## src/rtl/uci_host.sv

```systemverilog
// UCI host: serialises NEW_GAME/MOVE/GO requests into UCI text lines and extracts
// "bestmove" replies into move_t. Define UCI_HOST_HANDSHAKE_EN for the "uci"/"uciok" start-up handshake.
package uci_host_pkg;
  typedef struct packed {
    logic [2:0] fil;
    logic [2:0] rnk;
  } square_t;

  typedef enum logic [2:0] {
    SPECIAL_NONE           = 3'd0,
    SPECIAL_PROMOTE_KNIGHT = 3'd1,
    SPECIAL_PROMOTE_BISHOP = 3'd2,
    SPECIAL_PROMOTE_ROOK   = 3'd3,
    SPECIAL_PROMOTE_QUEEN  = 3'd4,
    SPECIAL_UNKNOWN        = 3'd7
  } special_t;

  typedef struct packed {
    square_t  src;
    square_t  dst;
    special_t special;
  } move_t;
endpackage

module uci_host
  import uci_host_pkg::*;
#(
  parameter int MAX_LINE = 64
) (
  input  logic       clk_in,
  input  logic       rst_in,
  input  logic [1:0] cmd_in,
  input  move_t      cmd_move_in,
  input  logic       cmd_valid,
  output logic       cmd_ready,
  output logic       engine_busy,
  output logic [7:0] char_out,
  output logic       char_out_valid,
  input  logic       char_out_ready,
  input  logic [7:0] char_in,
  input  logic       char_in_valid,
  output logic       char_in_ready,
  output move_t      best_move_out,
  output logic       best_move_valid,
  output logic       parse_error
);

  localparam int LW = $clog2(MAX_LINE + 1);
  localparam logic [7:0] LF = 8'h0a;

  typedef enum logic {TX_IDLE, TX_SEND} tx_state_t;
  typedef enum logic [1:0] {RX_PREFIX, RX_MOVE, RX_SKIP} rx_state_t;

  function automatic logic [7:0] sq_char(input logic [2:0] v, input logic [7:0] base);
    return base + {5'd0, v};
  endfunction

  function automatic logic [2:0] low3(input logic [7:0] c, input logic [7:0] base);
    logic [7:0] t;
    t = c - base;
    return t[2:0];
  endfunction

  function automatic logic file_ok(input logic [7:0] c);
    return (c >= 8'h61) && (c <= 8'h68);
  endfunction

  function automatic logic rank_ok(input logic [7:0] c);
    return (c >= 8'h31) && (c <= 8'h38);
  endfunction

  function automatic logic [7:0] prefix_char(input logic [3:0] i);
    case (i)
      4'd0:    return "b";
      4'd1:    return "e";
      4'd2:    return "s";
      4'd3:    return "t";
      4'd4:    return "m";
      4'd5:    return "o";
      4'd6:    return "v";
      4'd7:    return "e";
      default: return " ";
    endcase
  endfunction

  // TX state
  tx_state_t    tx_state_q, tx_state_d;
  logic [143:0] tx_buf_q, tx_buf_d;
  logic [4:0]   tx_cnt_q, tx_cnt_d;
  logic         busy_d, cmd_ready_d, cmd_accept;
  logic         has_promo;
  logic [7:0]   promo_ch;
  logic [31:0]  move_sq;

  // RX state
  rx_state_t    rx_state_q, rx_state_d;
  logic [3:0]   pidx_q, pidx_d;
  logic [2:0]   mcnt_q, mcnt_d;
  logic [39:0]  mbuf_q, mbuf_d;
  logic [LW-1:0] line_len_q, line_len_d;
  move_t        bm_d, cand;
  logic         bm_valid_d, perr_d, rx_pulse;
  logic         is_lf, is_term, coords_ok, promo_ok;
  logic [31:0]  m4;
  special_t     promo_sp;

`ifdef UCI_HOST_HANDSHAKE_EN
  logic       hs_sent_q, hs_sent_d, hs_done_q, hs_done_d, hs_bad_q, hs_bad_d;
  logic [2:0] hs_cnt_q, hs_cnt_d;

  function automatic logic [7:0] uciok_char(input logic [2:0] i);
    case (i)
      3'd0:    return "u";
      3'd1:    return "c";
      3'd2:    return "i";
      3'd3:    return "o";
      default: return "k";
    endcase
  endfunction
`endif

  assign char_out       = tx_buf_q[143:136];
  assign char_out_valid = (tx_state_q == TX_SEND);
  assign char_in_ready  = 1'b1;
  assign rx_pulse       = bm_valid_d || perr_d;

  always_comb begin
    tx_state_d = tx_state_q;
    tx_buf_d   = tx_buf_q;
    tx_cnt_d   = tx_cnt_q;
    busy_d     = engine_busy;
    cmd_accept = cmd_valid && cmd_ready;
    has_promo  = 1'b1;
    promo_ch   = "q";
    case (cmd_move_in.special)
      SPECIAL_PROMOTE_KNIGHT: promo_ch = "n";
      SPECIAL_PROMOTE_BISHOP: promo_ch = "b";
      SPECIAL_PROMOTE_ROOK:   promo_ch = "r";
      SPECIAL_PROMOTE_QUEEN:  promo_ch = "q";
      default:                has_promo = 1'b0;
    endcase
    move_sq = {sq_char(cmd_move_in.src.fil, "a"), sq_char(cmd_move_in.src.rnk, "1"),
               sq_char(cmd_move_in.dst.fil, "a"), sq_char(cmd_move_in.dst.rnk, "1")};
`ifdef UCI_HOST_HANDSHAKE_EN
    hs_sent_d = hs_sent_q;
`endif
    if (tx_state_q == TX_SEND) begin
      if (char_out_ready) begin
        tx_buf_d = {tx_buf_q[135:0], 8'h00};
        tx_cnt_d = tx_cnt_q - 5'd1;
        if (tx_cnt_q == 5'd1) tx_state_d = TX_IDLE;
      end
    end
`ifdef UCI_HOST_HANDSHAKE_EN
    else if (!hs_sent_q) begin
      tx_buf_d   = {"uci", LF, 112'd0};
      tx_cnt_d   = 5'd4;
      tx_state_d = TX_SEND;
      hs_sent_d  = 1'b1;
    end
`endif
    else if (cmd_accept) begin
      case (cmd_in)
        2'd0: begin
          tx_buf_d   = {"position startpos", LF};
          tx_cnt_d   = 5'd18;
          tx_state_d = TX_SEND;
        end
        2'd1: begin
          if (has_promo) begin
            tx_buf_d = {"move ", move_sq, promo_ch, LF, 56'd0};
            tx_cnt_d = 5'd11;
          end else begin
            tx_buf_d = {"move ", move_sq, LF, 64'd0};
            tx_cnt_d = 5'd10;
          end
          tx_state_d = TX_SEND;
        end
        2'd2: begin
          tx_buf_d   = {"go", LF, 120'd0};
          tx_cnt_d   = 5'd3;
          tx_state_d = TX_SEND;
        end
        default: ;
      endcase
    end
    if (rx_pulse) busy_d = 1'b0;
    if (cmd_accept && (cmd_in == 2'd2)) busy_d = 1'b1;
    cmd_ready_d = (tx_state_d == TX_IDLE) && !busy_d;
`ifdef UCI_HOST_HANDSHAKE_EN
    cmd_ready_d = cmd_ready_d && hs_sent_d && hs_done_d;
`endif
  end

  // With five captured chars the coordinates sit one byte higher than with four.
  always_comb begin
    rx_state_d = rx_state_q;
    pidx_d     = pidx_q;
    mcnt_d     = mcnt_q;
    mbuf_d     = mbuf_q;
    line_len_d = line_len_q;
    bm_d       = best_move_out;
    bm_valid_d = 1'b0;
    perr_d     = 1'b0;
    is_lf      = (char_in == LF);
    is_term    = is_lf || (char_in == " ");
    m4         = (mcnt_q == 3'd5) ? mbuf_q[39:8] : mbuf_q[31:0];
    coords_ok  = file_ok(m4[31:24]) && rank_ok(m4[23:16]) && file_ok(m4[15:8]) && rank_ok(m4[7:0]);
    promo_ok   = 1'b1;
    promo_sp   = SPECIAL_NONE;
    case (mbuf_q[7:0])
      "n":     promo_sp = SPECIAL_PROMOTE_KNIGHT;
      "b":     promo_sp = SPECIAL_PROMOTE_BISHOP;
      "r":     promo_sp = SPECIAL_PROMOTE_ROOK;
      "q":     promo_sp = SPECIAL_PROMOTE_QUEEN;
      default: promo_ok = 1'b0;
    endcase
    cand.src.fil = low3(m4[31:24], "a");
    cand.src.rnk = low3(m4[23:16], "1");
    cand.dst.fil = low3(m4[15:8], "a");
    cand.dst.rnk = low3(m4[7:0], "1");
    cand.special = (mcnt_q == 3'd5) ? promo_sp : SPECIAL_NONE;
    if (char_in_valid) begin
      if (is_lf) line_len_d = '0;
      else if (line_len_q != LW'(MAX_LINE)) line_len_d = line_len_q + 1'b1;
      if (!is_lf && (line_len_q == LW'(MAX_LINE))) begin
        rx_state_d = RX_SKIP;
        pidx_d     = '0;
      end else begin
        case (rx_state_q)
          RX_PREFIX: begin
            if (is_lf) pidx_d = '0;
            else if (char_in == prefix_char(pidx_q)) begin
              if (pidx_q == 4'd8) begin
                rx_state_d = RX_MOVE;
                pidx_d     = '0;
                mcnt_d     = '0;
              end else begin
                pidx_d = pidx_q + 4'd1;
              end
            end else begin
              rx_state_d = RX_SKIP;
              pidx_d     = '0;
            end
          end
          RX_MOVE: begin
            if (is_term) begin
              if (coords_ok && ((mcnt_q == 3'd4) || ((mcnt_q == 3'd5) && promo_ok))) begin
                bm_valid_d = 1'b1;
                bm_d       = cand;
              end else begin
                perr_d = 1'b1;
              end
              rx_state_d = is_lf ? RX_PREFIX : RX_SKIP;
              mcnt_d     = '0;
            end else if (mcnt_q == 3'd5) begin
              perr_d     = 1'b1;
              rx_state_d = RX_SKIP;
              mcnt_d     = '0;
            end else begin
              mbuf_d = {mbuf_q[31:0], char_in};
              mcnt_d = mcnt_q + 3'd1;
            end
          end
          default: begin
            if (is_lf) begin
              rx_state_d = RX_PREFIX;
              pidx_d     = '0;
            end
          end
        endcase
      end
    end
  end

`ifdef UCI_HOST_HANDSHAKE_EN
  // "uciok" is tracked beside the bestmove parser so a skipped line can still unlock commands.
  always_comb begin
    hs_cnt_d  = hs_cnt_q;
    hs_bad_d  = hs_bad_q;
    hs_done_d = hs_done_q;
    if (char_in_valid) begin
      if (is_lf) begin
        if (!hs_bad_q && (hs_cnt_q == 3'd5)) hs_done_d = 1'b1;
        hs_cnt_d = '0;
        hs_bad_d = 1'b0;
      end else if (!hs_bad_q && (hs_cnt_q < 3'd5) && (char_in == uciok_char(hs_cnt_q))) begin
        hs_cnt_d = hs_cnt_q + 3'd1;
      end else begin
        hs_bad_d = 1'b1;
      end
    end
  end

  always_ff @(posedge clk_in) begin
    if (rst_in) begin
      hs_sent_q <= 1'b0;
      hs_done_q <= 1'b0;
      hs_bad_q  <= 1'b0;
      hs_cnt_q  <= '0;
    end else begin
      hs_sent_q <= hs_sent_d;
      hs_done_q <= hs_done_d;
      hs_bad_q  <= hs_bad_d;
      hs_cnt_q  <= hs_cnt_d;
    end
  end
`endif

  always_ff @(posedge clk_in) begin
    if (rst_in) begin
      tx_state_q      <= TX_IDLE;
      tx_buf_q        <= '0;
      tx_cnt_q        <= '0;
      engine_busy     <= 1'b0;
      cmd_ready       <= 1'b0;
      rx_state_q      <= RX_PREFIX;
      pidx_q          <= '0;
      mcnt_q          <= '0;
      mbuf_q          <= '0;
      line_len_q      <= '0;
      best_move_out   <= '0;
      best_move_valid <= 1'b0;
      parse_error     <= 1'b0;
    end else begin
      tx_state_q      <= tx_state_d;
      tx_buf_q        <= tx_buf_d;
      tx_cnt_q        <= tx_cnt_d;
      engine_busy     <= busy_d;
      cmd_ready       <= cmd_ready_d;
      rx_state_q      <= rx_state_d;
      pidx_q          <= pidx_d;
      mcnt_q          <= mcnt_d;
      mbuf_q          <= mbuf_d;
      line_len_q      <= line_len_d;
      best_move_out   <= bm_d;
      best_move_valid <= bm_valid_d;
      parse_error     <= perr_d;
    end
  end

endmodule
```

## config.mk

```make
export PLATFORM = sky130hd
export DESIGN_NAME = uci_host
export DESIGN_NICKNAME = d
export VERILOG_FILES = /design/src/rtl/uci_host.sv
export SDC_FILE = /design/constraint.sdc
export NUM_CORES = 1
export LEC_CHECK = 0
export CORE_MARGIN = 5
export CORE_UTILIZATION = 40
export DETAILED_ROUTE_END_ITERATION = 6
export MAX_ROUTING_LAYER = met4
export PLACE_DENSITY = 0.68
export SYNTH_ARGS = -nofsm -noshare
export SYNTH_HDL_FRONTEND = slang
export SYNTH_SLANG_ARGS = --single-unit
export TNS_END_PERCENT = 30
```

## constraint.sdc

```tcl
create_clock -name clk_in -period 5.7 [get_ports clk_in]
set_clock_uncertainty 0.2 [all_clocks]
set_input_delay 1.14 -clock clk_in [delete_from_list [all_inputs] [get_ports clk_in]]
set_output_delay 1.14 -clock clk_in [all_outputs]
set_load 0.01 [all_outputs]
```

After elaboration in Yosys (flattened, before gate mapping) --
Memory sizes are Yosys's and may differ from the RTL's. A register that Yosys moved wholly into a read port is not among the register bits. Cells that the tools add are included.
Cells by class: $add $sub $neg 12, multiply operators 0, divide/modulo/power cells 0, $lt $le $gt $ge 8, equality and inequality tests 28, shifts and indexed selects 0, muxes and demuxes 64, bitwise gates (word level) 4, reductions and logical operators 36
Operators by type and width (count):
- 144-bit two-way mux | 3
- 144-bit one-hot mux with 3 select lines | 1
- 72-bit two-way mux | 1
- 8-bit two-way mux | 5
- 8-bit by 7-bit equality test with 1-bit output (second input constant) | 4
- 32-bit two-way mux | 1
- 5-bit one-hot mux with 3 select lines | 2
- 3-bit two-way mux | 8
- 1-bit two-way mux | 21
- 4-bit two-way mux | 5
- 7-bit by 3-bit adder with 8-bit output (first input constant) | 2
- 8-bit by 6-bit greater-or-equal comparator with 1-bit output (second input constant) | 2
- 8-bit by 7-bit greater-or-equal comparator with 1-bit output (second input constant) | 2
- 8-bit by 6-bit less-or-equal comparator with 1-bit output (second input constant) | 2
- 8-bit by 7-bit less-or-equal comparator with 1-bit output (second input constant) | 2
- 2-bit two-way mux | 8
- 5-bit two-way mux | 3
- 5-bit AND reduction | 3
- 6-bit by 3-bit adder with 7-bit output (first input constant) | 2
- 7-bit two-way mux | 2
- 1-bit logical AND | 13
- 3-bit one-hot mux with 4 select lines | 1
- 3-bit by 1-bit subtractor with 3-bit output (second input constant) | 4
- 2-bit inequality test (second input constant) | 5
- 33 further kinds | 50
Storage, ports and cells: bits in registers 225, bits in latches 0, RAM bits 0, ROM bits 40, output and inout bits 29, memories kept 1
Memories:
- (name not given) | depth 8, width 5, rd ports 1, clocked after Yosys merged registers in 1, write ports 0, RTL line 73 | case (i)

Longest topological paths before layout --
Gate-level depths: netlist of the first run.
depth after elaboration 18, depth in mapped cells 14

Least setup slack after synthesis of the first run --
OpenSTA, ideal clock, no wires.
path kind input to register, start input port char_in[5], end register (tool-made name), arrival 3.249 ns, required time 5.371 ns, slack 2.121 ns, stages on the path 10, buffers on the path 0, path through nor2b_1 > o21ai_0 > or4_1 > a211oi_2 > nand2b_1 > or3_1 > a21o_1 > ha_1 > inv_1 > mux2i_1
RTL lines:
- from (decl) | RTL line 40 | input logic [7:0] char_in,

Final worst setup path of the first run --
start register mcnt_q[0], end register best_move_out[12] in the netlist's numbering
On the way: word-level cells in the longest chain between the ends 9
RTL lines:
- from (decl) | RTL line 98 | logic [2:0] mcnt_q, mcnt_d;
- from (signal assigned) | RTL line 333 | mcnt_q <= mcnt_d;
- 3-bit equality test | RTL line 207, 248
- 32-bit two-way mux | RTL line 207 | m4 = (mcnt_q == 3'd5) ? mbuf_q[39:8] : mbuf_q[31:0];
- 8-bit by 7-bit greater-or-equal comparator with 1-bit output (tied with other cells) | RTL line 65 | return (c >= 8'h61) && (c <= 8'h68);
- 1-bit logical AND, on equally long branches | RTL line 65, 69
- 1-bit logical AND (3 in series) | RTL line 208 | coords_ok = file_ok(m4[31:24]) && rank_ok(m4[23:16]) && file_ok(m4[15:8]) && rank_ok(m4[7:0]);
- 1-bit logical AND | RTL line 248 | if (coords_ok && ((mcnt_q == 3'd4) || ((mcnt_q == 3'd5) && promo_ok))) begin
- 5-bit AND reduction (no line)
- to (signal assigned) | RTL line 336 | best_move_out <= bm_d;
- to (decl) | RTL line 43 | output move_t best_move_out,
Several ways; a longest one is shown, not always the timed one. A chain may end at the register's enable or synchronous reset.

==> results.sh, run 1 <==
export IMPL_slew_violations=0
export IMPL_routedWlPerCell_um=14.9
export IMPL_period_share_pct=80.0
export IMPL_syn2layout_area_growth_pct=14.3
export IMPL_p_switching_mw=0.771
export IMPL_min_delay_worst_endpoint="tx_buf_q[52]$_SDFFE_PP0P_"
export IMPL_max_slew_worst_pin_slew_ps=1040
export IMPL_r2r_cells=10
export IMPL_wirelength_um=20000
export IMPL_rows=53
export IMPL_ys_seq_elements=184
export IMPL_drv_cap=0
export IMPL_initial_core_util_pct=40.5
export IMPL_worstSetupPathType="reg2reg"
export IMPL_hpwl_um=13100
export IMPL_synth_compound_area_share_pct=16.1
export IMPL_power_frac_comb_pct=9.8
export IMPL_hp_start="tx_buf_q[44]$_SDFFE_PP0P_"
export IMPL_synth_warnings=0
export IMPL_clock_sinks=184
export IMPL_grt_max_degree=94
export IMPL_synth_largest_area_cell="dfxtp_1"
export IMPL_postLayoutCoreUtil_pct=46.3
export IMPL_rr_endpoint="best_move_out[12]$_SDFFE_PP0P_"
export IMPL_cts_tree="done"
export IMPL_n_antenna_cell=0
export IMPL_setup_viol=0
export IMPL_synthArstFlopShare_pct=0
export IMPL_multi_input_area_um2=4350
export IMPL_yosysTopAreaCellShare_pct=43.3
export IMPL_power_mw=2.81
export IMPL_cts_hold_buf=0
export IMPL_synth_area_leaders="dfxtp_1 43%, nand2_1 6.3%, a21oi_1 5.9%"
export IMPL_setup_tns_ps=0
export IMPL_drc=0
export IMPL_seqCellArea_um2=3680
export IMPL_arrival_ps=4660
export IMPL_clkPwrFrac_pct=41.2
export IMPL_drt_initial_drc_count=535
export IMPL_ys_flop_type="dfxtp_1"
export IMPL_intPower_mw=2.03
export IMPL_io_pins=59
export IMPL_synth_edf_count=0
export IMPL_stdcell_area_um2=9730
export IMPL_placed_area_um2=9150
export IMPL_yosys_area_share_adder_pct=3.82
export IMPL_avgSynthCellArea_um2=8.11
export IMPL_fin_nets=1107
export IMPL_clk_latency_ps=440
export IMPL_rsz0062_at_grt="no"
export IMPL_die_width_um=156
export IMPL_syn_nets=1106
export IMPL_synthXorXnorAreaFrac_pct=1.65
export IMPL_r2r_setup_slack_ps=1140
export IMPL_finalCriticalPeriod_ps=4560
export IMPL_die_h_um=156
export IMPL_grt_use_total_pct=16.9
export IMPL_hold_class="reg2reg"
export IMPL_cts_repair_resized=0
export IMPL_muxShareOfSynthArea_pct=3.12
export IMPL_vias_per_cell=5.41
export IMPL_yosysSeqAreaShare_pct=43.3
export IMPL_cp_data_required_time_ps=5800
export IMPL_p_seq_share_pct=49.0
export IMPL_leakagePower_nw=3.35
export IMPL_h_tree_depth=4
export IMPL_drtPass1Iterations=5
export IMPL_synthSimpleGateAreaFrac_pct=26.1
export IMPL_num_vias=7245
export IMPL_slew_headroom_pct=30.8
export IMPL_syn_inst=1050
export IMPL_core_area_um2=21000
export IMPL_synth_cell_types=59
export IMPL_irDropWorstVdd_mv=0.197
export IMPL_fp_dieArea_um2=24300
export IMPL_fill_cells=2069
export IMPL_r2r_start="mcnt_q[0]$_SDFFE_PP0P_"
export IMPL_antenna_found_initial=0
export IMPL_path_clk_slew_ps=80
export IMPL_netlist_area_um2=8510
export IMPL_cts_setup_buffers=0
export IMPL_path_max_fanout=16
export IMPL_max_freq_mhz=219
export IMPL_synth_top_family_by_area="simple AND/OR/NAND/NOR gates"
export IMPL_power_switching_share_pct=27.5
export IMPL_cp_start_kind="register"
export IMPL_end_kind="register"
export IMPL_cts_path_max_buffers=2
export IMPL_drive_above_1_share_pct=6.48
export IMPL_status="complete, no violations"
export IMPL_grt_pass1_vias=6793
export IMPL_gp_congestion=0.875
export IMPL_io_buffers=56
export IMPL_grt_pass1_wl_um=33200
export IMPL_finalHoldViolCount=0
export IMPL_antenna_left=0
export IMPL_globalRouteOverflowTotal=0
export IMPL_hold_depth=2
export IMPL_root_buffer="clkbuf_16"
export IMPL_power_density_nw_per_um2=288
export IMPL_cts_buffers=17
## routing by layer
| layer | global-route usage, % | up-vias | routed length (um) |
|---|---|---|---|
| met5 | - | - | 0 |
| met4 | 4.96 | 0 | 310 |
| met3 | 3.52 | 28 | 729 |
| met2 | 26.3 | 121 | 9300 |
| met1 | 22.2 | 3432 | 9630 |
| li1 | - | 3664 | - |
## cell families after synthesis
family | after synthesis
multiplexers | 26
flip-flops | 184
other | 2
AO/OA/AOI/OAI | 212
buffers and inverters | 114
AND/OR/NAND/NOR | 470
XOR/XNOR | 16
adder cells (fa/ha/maj) | 26
## synth_stat cells (all sizes together) (25+ instances only)
| library cell | number |
|---|---|
| a211oi | 42 |
| a21oi | 100 |
| buf | 25 |
| clkbuf | 62 |
| dfxtp | 184 |
| ha | 26 |
| inv | 27 |
| mux2i | 25 |
| nand2 | 143 |
| nand3 | 32 |
| nor2 | 125 |
| nor3 | 76 |
## critical path, cell delays in order (launching register included)
cell,delay (ps)
dfxtp_1,550
and3b_1,790
mux2i_1,380
ha_1,280
o211ai_2,110
mux2_4,320
or4_4,550
nor4_4,610
buf_4,350
mux2i_1,220
nor2_1,60
## registers in the layout, indices dropped and copies added, names as in the netlist, 2 cells and up, named ones only
name           count
mcnt_q             3
best_move_out     15
line_len_q         7
rx_state_q         2
pidx_q             4
tx_cnt_q           5
tx_buf_q          98
mbuf_q            40
## worst max path at each step
stage / from / endpoint / slack, ps / cells past startpoint
2_1_floorplan: char_in[5] / register / 2120 / 10
4_1_cts: mcnt_q[0]$_SDFFE_PP0P_ / best_move_out[12]$_SDFFE_PP0P_ / 1150 / 10
3_5_place_dp: char_in[1] / best_move_out[12]$_SDFFE_PP0P_ / 1020 / 9
6_report: mcnt_q[0]$_SDFFE_PP0P_ / best_move_out[12]$_SDFFE_PP0P_ / 1140 / 10
3_3_place_gp: char_in[1] / best_move_out[6]$_SDFFE_PP0P_ / 1080 / 9
5_1_grt: mcnt_q[0]$_SDFFE_PP0P_ / best_move_out[12]$_SDFFE_PP0P_ / 860 / 10
## metrics by stage
step                instances  hold WS, ps  setup slack, ps
floorplan                1050          232             2120
global placement         1307          239             1080
detailed placement       1307          244             1020
CTS                      1339          258             1150
global route             1339          272              860
finish                   1339          253             1140
## cells in the final DEF (no fill, tap or decap), drive strengths merged, types with 23 or more instances in the layout
cell type      count
mux2i             25
nor3              76
nor2             125
nand3             32
a211oi            42
inv               35
dfxtp            184
clkdlybuf4s50     55
ha                26
nand2            143
a21oi            100
nor2b             23
## power by group through the flow
stage	clock [mW]	combinational (mW)	sequential, mW
6_report	1.16	0.274	1.38
3_5_place_dp	0	0.274	1.40
5_1_grt	1.24	0.308	1.38
4_1_cts	1.18	0.276	1.38
2_1_floorplan	0	0.197	1.39
3_3_place_gp	0	0.270	1.40
## layout make-up
class	count	area share (%)
inverter	27	1.04
sequential	184	37.9
clock inverter	15	1.62
timing repair buffer	69	6.90
clock buffer	17	4.37
multi-input combinational	752	44.7
tap	275	3.53
No activity file was read; power rests on OpenSTA's default activity.
==> run 2, diff against run 1 <==
==> constraint.sdc (replaced) <==
create_clock -name clk_in -period 4.5 [get_ports clk_in]
set_clock_uncertainty 0.2 [all_clocks]
set_input_delay 0.9 -clock clk_in [delete_from_list [all_inputs] [get_ports clk_in]]
set_output_delay 0.9 -clock clk_in [all_outputs]
set_load 0.01 [all_outputs]
==> results.sh, run 2 (synthesis gave the netlist of run 1 again) <==
export IMPL_status="complete, no violations"
export IMPL_drv_cap=0
export IMPL_finalCriticalPeriod_ps=3710
export IMPL_arrival_ps=3790
export IMPL_slew_violations=0
export IMPL_clk_latency_ps=430
export IMPL_die_width_um=156
export IMPL_hpwl_um=13400
export IMPL_worstSetupPathType="reg2reg"
export IMPL_drtPass1Iterations=5
export IMPL_grt_max_degree=112
export IMPL_cp_common_cell="mux2i_1"
export IMPL_period_share_pct=82.4
export IMPL_routedWlPerCell_um=14.9
export IMPL_setup_tns_ps=0
export IMPL_hold_class="reg2reg"
export IMPL_num_vias=7223
export IMPL_multi_input_area_um2=4350
export IMPL_max_slew_worst_pin_slew_ps=1030
export IMPL_final_common_cell="dfxtp_1"
export IMPL_cts_tree="done"
export IMPL_postLayoutCoreUtil_pct=46.7
export IMPL_fill_cells=2037
export IMPL_clock_sinks=184
export IMPL_antenna_found_initial=0
export IMPL_critical_path_top_delay_family="simple AND/OR/NAND/NOR gates"
export IMPL_largest_reg_flops=98
export IMPL_fin_nets=1118
export IMPL_reg_largest_list="tx_buf_q: 98 flops, mbuf_q: 40 flops, best_move_out: 15 flops"
export IMPL_core_area_um2=21000
export IMPL_cp_start_kind="register"
export IMPL_rsz0062_at_grt="no"
export IMPL_cts_setup_buffers=0
export IMPL_root_buffer="clkbuf_16"
export IMPL_wirelength_um=20200
export IMPL_globalRouteOverflowTotal=0
export IMPL_slew_headroom_pct=31.3
export IMPL_antenna_left=0
export IMPL_crit_path_cell_trace="and3b_1 -> mux2i_1 -> ha_1 -> o211ai_2 -> mux2_4 -> or4_4 -> nor4_4 -> buf_4 -> mux2i_1 -> nor2_1"
export IMPL_layout_common_cells="183 x dfxtp_1, 142 x nand2_1, 120 x nor2_1, 100 x a21oi_1, 75 x nor3_1"
export IMPL_path_buf_inv=1
export IMPL_cts_buffers=17
export IMPL_syn2layout_area_growth_pct=15.2
export IMPL_io_pins=59
export IMPL_vias_per_cell=5.35
export IMPL_drt_initial_drc_count=446
export IMPL_rows=53
export IMPL_leakagePower_nw=3.40
export IMPL_cts_path_max_buffers=2
export IMPL_cts_repair_resized=0
export IMPL_power_density_nw_per_um2=366
export IMPL_dp_cells=1318
export IMPL_grt_pass1_vias=6911
export IMPL_max_stage_delay_ps=570
export IMPL_grt_use_total_pct=17.1
export IMPL_irDropWorstVdd_mv=0.271
export IMPL_gp_congestion=0.835
export IMPL_fp_dieArea_um2=24300
export IMPL_n_antenna_cell=0
export IMPL_seqCellArea_um2=3680
export IMPL_io_buffers=56
export IMPL_slowest_stage="or4_4"
export IMPL_grt_pass1_wl_um=33700
export IMPL_h_tree_depth=4
export IMPL_path_max_fanout=13
export IMPL_setup_viol=0
export IMPL_cts_hold_buf=0
export IMPL_end_kind="register"
export IMPL_initial_core_util_pct=40.5
export IMPL_drc=0
export IMPL_die_h_um=156
export IMPL_final_cells=1349
export IMPL_max_freq_mhz=270
export IMPL_drive_above_1_share_pct=7.26
export IMPL_path_clk_slew_ps=70
export IMPL_cp_data_required_time_ps=4590
export IMPL_finalHoldViolCount=0
export IMPL_largest_register="tx_buf_q"
run 2: area by class of cell:
cell class	count	area share, %
clock buffer	18	4.38
clock inverter	13	1.47
inverter	27	1.03
multi-input combinational	752	44.3
sequential	184	37.6
tap	275	3.51
timing repair buffer	80	7.69
run 2: worst register-to-register path: stages (launching register included):
cell	delay, ps
dfxtp_1	540
and3b_1	380
mux2i_1	330
ha_1	270
o211ai_2	100
mux2_4	310
or4_4	570
nor4_4	300
buf_4	280
mux2i_1	220
nor2_1	50
run 2: metal layers:
metal  vias to the layer above  global-route usage [%]  share of wire (%)
met2                       127                    26.7                 46
met4                         0                    4.96                1.4
met3                        25                    3.50                3.7
li1                       3670                       -                  -
met1                      3401                    22.5                 49
met5                         -                       -                  0
run 2: report_power, final:
group | switching [mW] | internal (mW) | total, mW | leakage, nW
Sequential | 0.0470 | 1.70 | 1.74 | 1.49
Combinational | 0.213 | 0.143 | 0.357 | 1.64
Clock | 0.665 | 0.821 | 1.49 | 0.270
Total | 0.925 | 2.66 | 3.59 | 3.40
run 2: worst paths after layout:
kind	from	end	slack, ps	cells past startpoint
max	mcnt_q[0]$_SDFFE_PP0P_	best_move_out[6]$_SDFFE_PP0P_	790	10
min	tx_buf_q[99]$_SDFFE_PP0P_	tx_buf_q[107]$_SDFFE_PP0P_	250	2
max reg2reg	mcnt_q[0]$_SDFFE_PP0P_	best_move_out[6]$_SDFFE_PP0P_	790	10
min reg2reg	tx_buf_q[99]$_SDFFE_PP0P_	tx_buf_q[107]$_SDFFE_PP0P_	250	2
run 2: metrics by stage:
step / power [mW] / area (um^2) / hold slack [ps] / worst slack (ps)
finish: 3.59 / 9810 / 255 / 794
global route: 3.74 / 9810 / 274 / 583
CTS: 3.62 / 9810 / 254 / 783
detailed placement: 2.14 / 9230 / 248 / 466
global placement: 2.13 / 9230 / 243 / 446
floorplan: 2.01 / 8510 / 232 / 958
==> run 3, diff against run 2 <==
--- a/config.mk
+++ b/config.mk
@@ -9,7 +9,7 @@
 export CORE_UTILIZATION = 40
 export DETAILED_ROUTE_END_ITERATION = 6
 export MAX_ROUTING_LAYER = met4
-export PLACE_DENSITY = 0.68
+export PLACE_DENSITY = 0.7
 export SYNTH_ARGS = -nofsm -noshare
 export SYNTH_HDL_FRONTEND = slang
 export SYNTH_SLANG_ARGS = --single-unit
==> constraint.sdc (replaced) <==
create_clock -name clk_in -period 3.1 [get_ports clk_in]
set_clock_uncertainty 0.2 [all_clocks]
set_input_delay 0.62 -clock clk_in [delete_from_list [all_inputs] [get_ports clk_in]]
set_output_delay 0.62 -clock clk_in [all_outputs]
set_load 0.01 [all_outputs]
==> results.sh, run 3 (synthesis gave the netlist of run 1 again) <==
export IMPL_largest_reg_flops=98
export IMPL_finalWorstSetupSlack_ps=-107
export IMPL_worstSetupPathType="reg2reg"
export IMPL_clk_latency_ps=430
export IMPL_n_antenna_cell=0
export IMPL_cts_hold_buf=0
export IMPL_path_max_fanout=4
export IMPL_slew_headroom_pct=54.8
export IMPL_stdcell_area_um2=10400
export IMPL_syn2layout_area_growth_pct=22.6
export IMPL_slowest_stage="or4_4"
export IMPL_cts_buffers=17
export IMPL_slew_violations=0
export IMPL_dp_cells=1377
export IMPL_drc=0
export IMPL_period_share_pct=103
export IMPL_max_stage_delay_ps=450
export IMPL_clock_sinks=184
export IMPL_place_ws_ps=-431
export IMPL_cp_start_kind="register"
export IMPL_initial_core_util_pct=40.5
export IMPL_arrival_ps=3310
export IMPL_max_freq_mhz=312
export IMPL_hpwl_um=13700
export IMPL_power_mw=5.21
export IMPL_grt_pass1_vias=7156
export IMPL_finalHoldViolCount=0
export IMPL_postLayoutCoreUtil_pct=49.6
export IMPL_die_width_um=156
export IMPL_root_buffer="clkbuf_16"
export IMPL_num_vias=7502
export IMPL_crit_path_cell_trace="and3b_2 -> mux2i_4 -> ha_4 -> o211ai_2 -> mux2_4 -> or4_4 -> nor4_4 -> buf_4 -> buf_6 -> mux2i_1 -> nor2_1"
export IMPL_globalRouteOverflowTotal=0
export IMPL_setup_viol=15
export IMPL_rows=53
export IMPL_path_clk_slew_ps=70
export IMPL_path_buf_inv=2
export IMPL_hold_ws_ps=254
export IMPL_vias_per_cell=5.31
export IMPL_drt_initial_drc_count=549
export IMPL_core_area_um2=21000
export IMPL_layout_common_cells="183 x dfxtp_1, 143 x nand2_1, 120 x nor2_1, 99 x a21oi_1, 81 x buf_4"
export IMPL_grt_max_degree=138
export IMPL_irDropWorstVdd_mv=0.352
export IMPL_finalCriticalPeriod_ps=3210
export IMPL_gp_congestion=0.863
export IMPL_final_common_cell="dfxtp_1"
export IMPL_final_cells=1414
export IMPL_h_tree_depth=4
export IMPL_cts_tree="done"
export IMPL_cp_data_required_time_ps=3200
export IMPL_antenna_left=0
export IMPL_antenna_found_initial=0
export IMPL_drive_above_1_share_pct=13.3
export IMPL_rsz0062_at_grt="yes"
export IMPL_fin_nets=1183
export IMPL_critical_path_top_delay_family="simple AND/OR/NAND/NOR gates"
export IMPL_placed_area_um2=9760
export IMPL_fill_cells=1949
export IMPL_violations="setup timing"
export IMPL_max_slew_worst_pin_slew_ps=677
export IMPL_cts_path_max_buffers=2
export IMPL_io_buffers=56
export IMPL_io_pins=59
export IMPL_status="finished with violations"
export IMPL_reg_largest_list="tx_buf_q: 98 flops, mbuf_q: 40 flops, best_move_out: 15 flops"
export IMPL_setup_tns_ps=-1190
export IMPL_power_density_nw_per_um2=499
export IMPL_largest_register="tx_buf_q"
export IMPL_leakagePower_nw=3.76
export IMPL_fp_dieArea_um2=24300
export IMPL_drv_cap=0
export IMPL_wirelength_um=20700
export IMPL_grt_use_total_pct=17.5
export IMPL_routedWlPerCell_um=14.6
export IMPL_hold_class="reg2reg"
export IMPL_grt_pass1_wl_um=34600
export IMPL_die_h_um=156
export IMPL_drtPass1Iterations=5
export IMPL_end_kind="register"
[run 3: cell type report]
class / instances / area, um^2 / area share [%]
Multi-Input combinational cell: 752 / 4410 / 42.2
Inverter: 27 / 101 / 0.971
Clock buffer: 20 / 457 / 4.38
Timing Repair Buffer: 145 / 1330 / 12.7
Sequential cell: 184 / 3680 / 35.3
Clock inverter: 11 / 115 / 1.10
Tap cell: 275 / 344 / 3.30
[run 3: layer usage]
metal | track usage (%) | up-vias | routed length [um]
met5 | - | - | 0
met4 | 4.17 | 0 | 223
met3 | 3.05 | 18 | 753
met2 | 28.2 | 121 | 9910
met1 | 22.9 | 3562 | 9810
li1 | - | 3801 | -
[run 3: path summary, 6_finish.rpt]
kind / from / end / slack [ps] / cells after the start
max: mcnt_q[1]$_SDFFE_PP0P_ / best_move_out[3]$_SDFFE_PP0P_ / -110 / 11
min: tx_buf_q[108]$_SDFFE_PP0P_ / tx_buf_q[116]$_SDFFE_PP0P_ / 250 / 2
max reg2reg: mcnt_q[1]$_SDFFE_PP0P_ / best_move_out[3]$_SDFFE_PP0P_ / -110 / 11
min reg2reg: tx_buf_q[108]$_SDFFE_PP0P_ / tx_buf_q[116]$_SDFFE_PP0P_ / 250 / 2
[run 3: tightest hold or removal path, cell delays in order, from the launching register on]
cell	delay, ps
dfxtp_1	310
nand2_1	50
a21oi_1	50
[run 3: power by group]
group / switching [mW] / internal [mW]
Sequential: 0.0646 / 2.46
Combinational: 0.313 / 0.237
Clock: 0.969 / 1.16
Total: 1.35 / 3.86
[run 3: repair_timing]
| action | CTS | global route |
|---|---|---|
| pin swaps | 1 | 6 |
| buffers inserted | 0 | 6 |
| gates resized for setup | 1 | 12 |
| endpoints found under the hold margin | 0 | 0 |
| setup endpoints to repair | 17 | 19 |
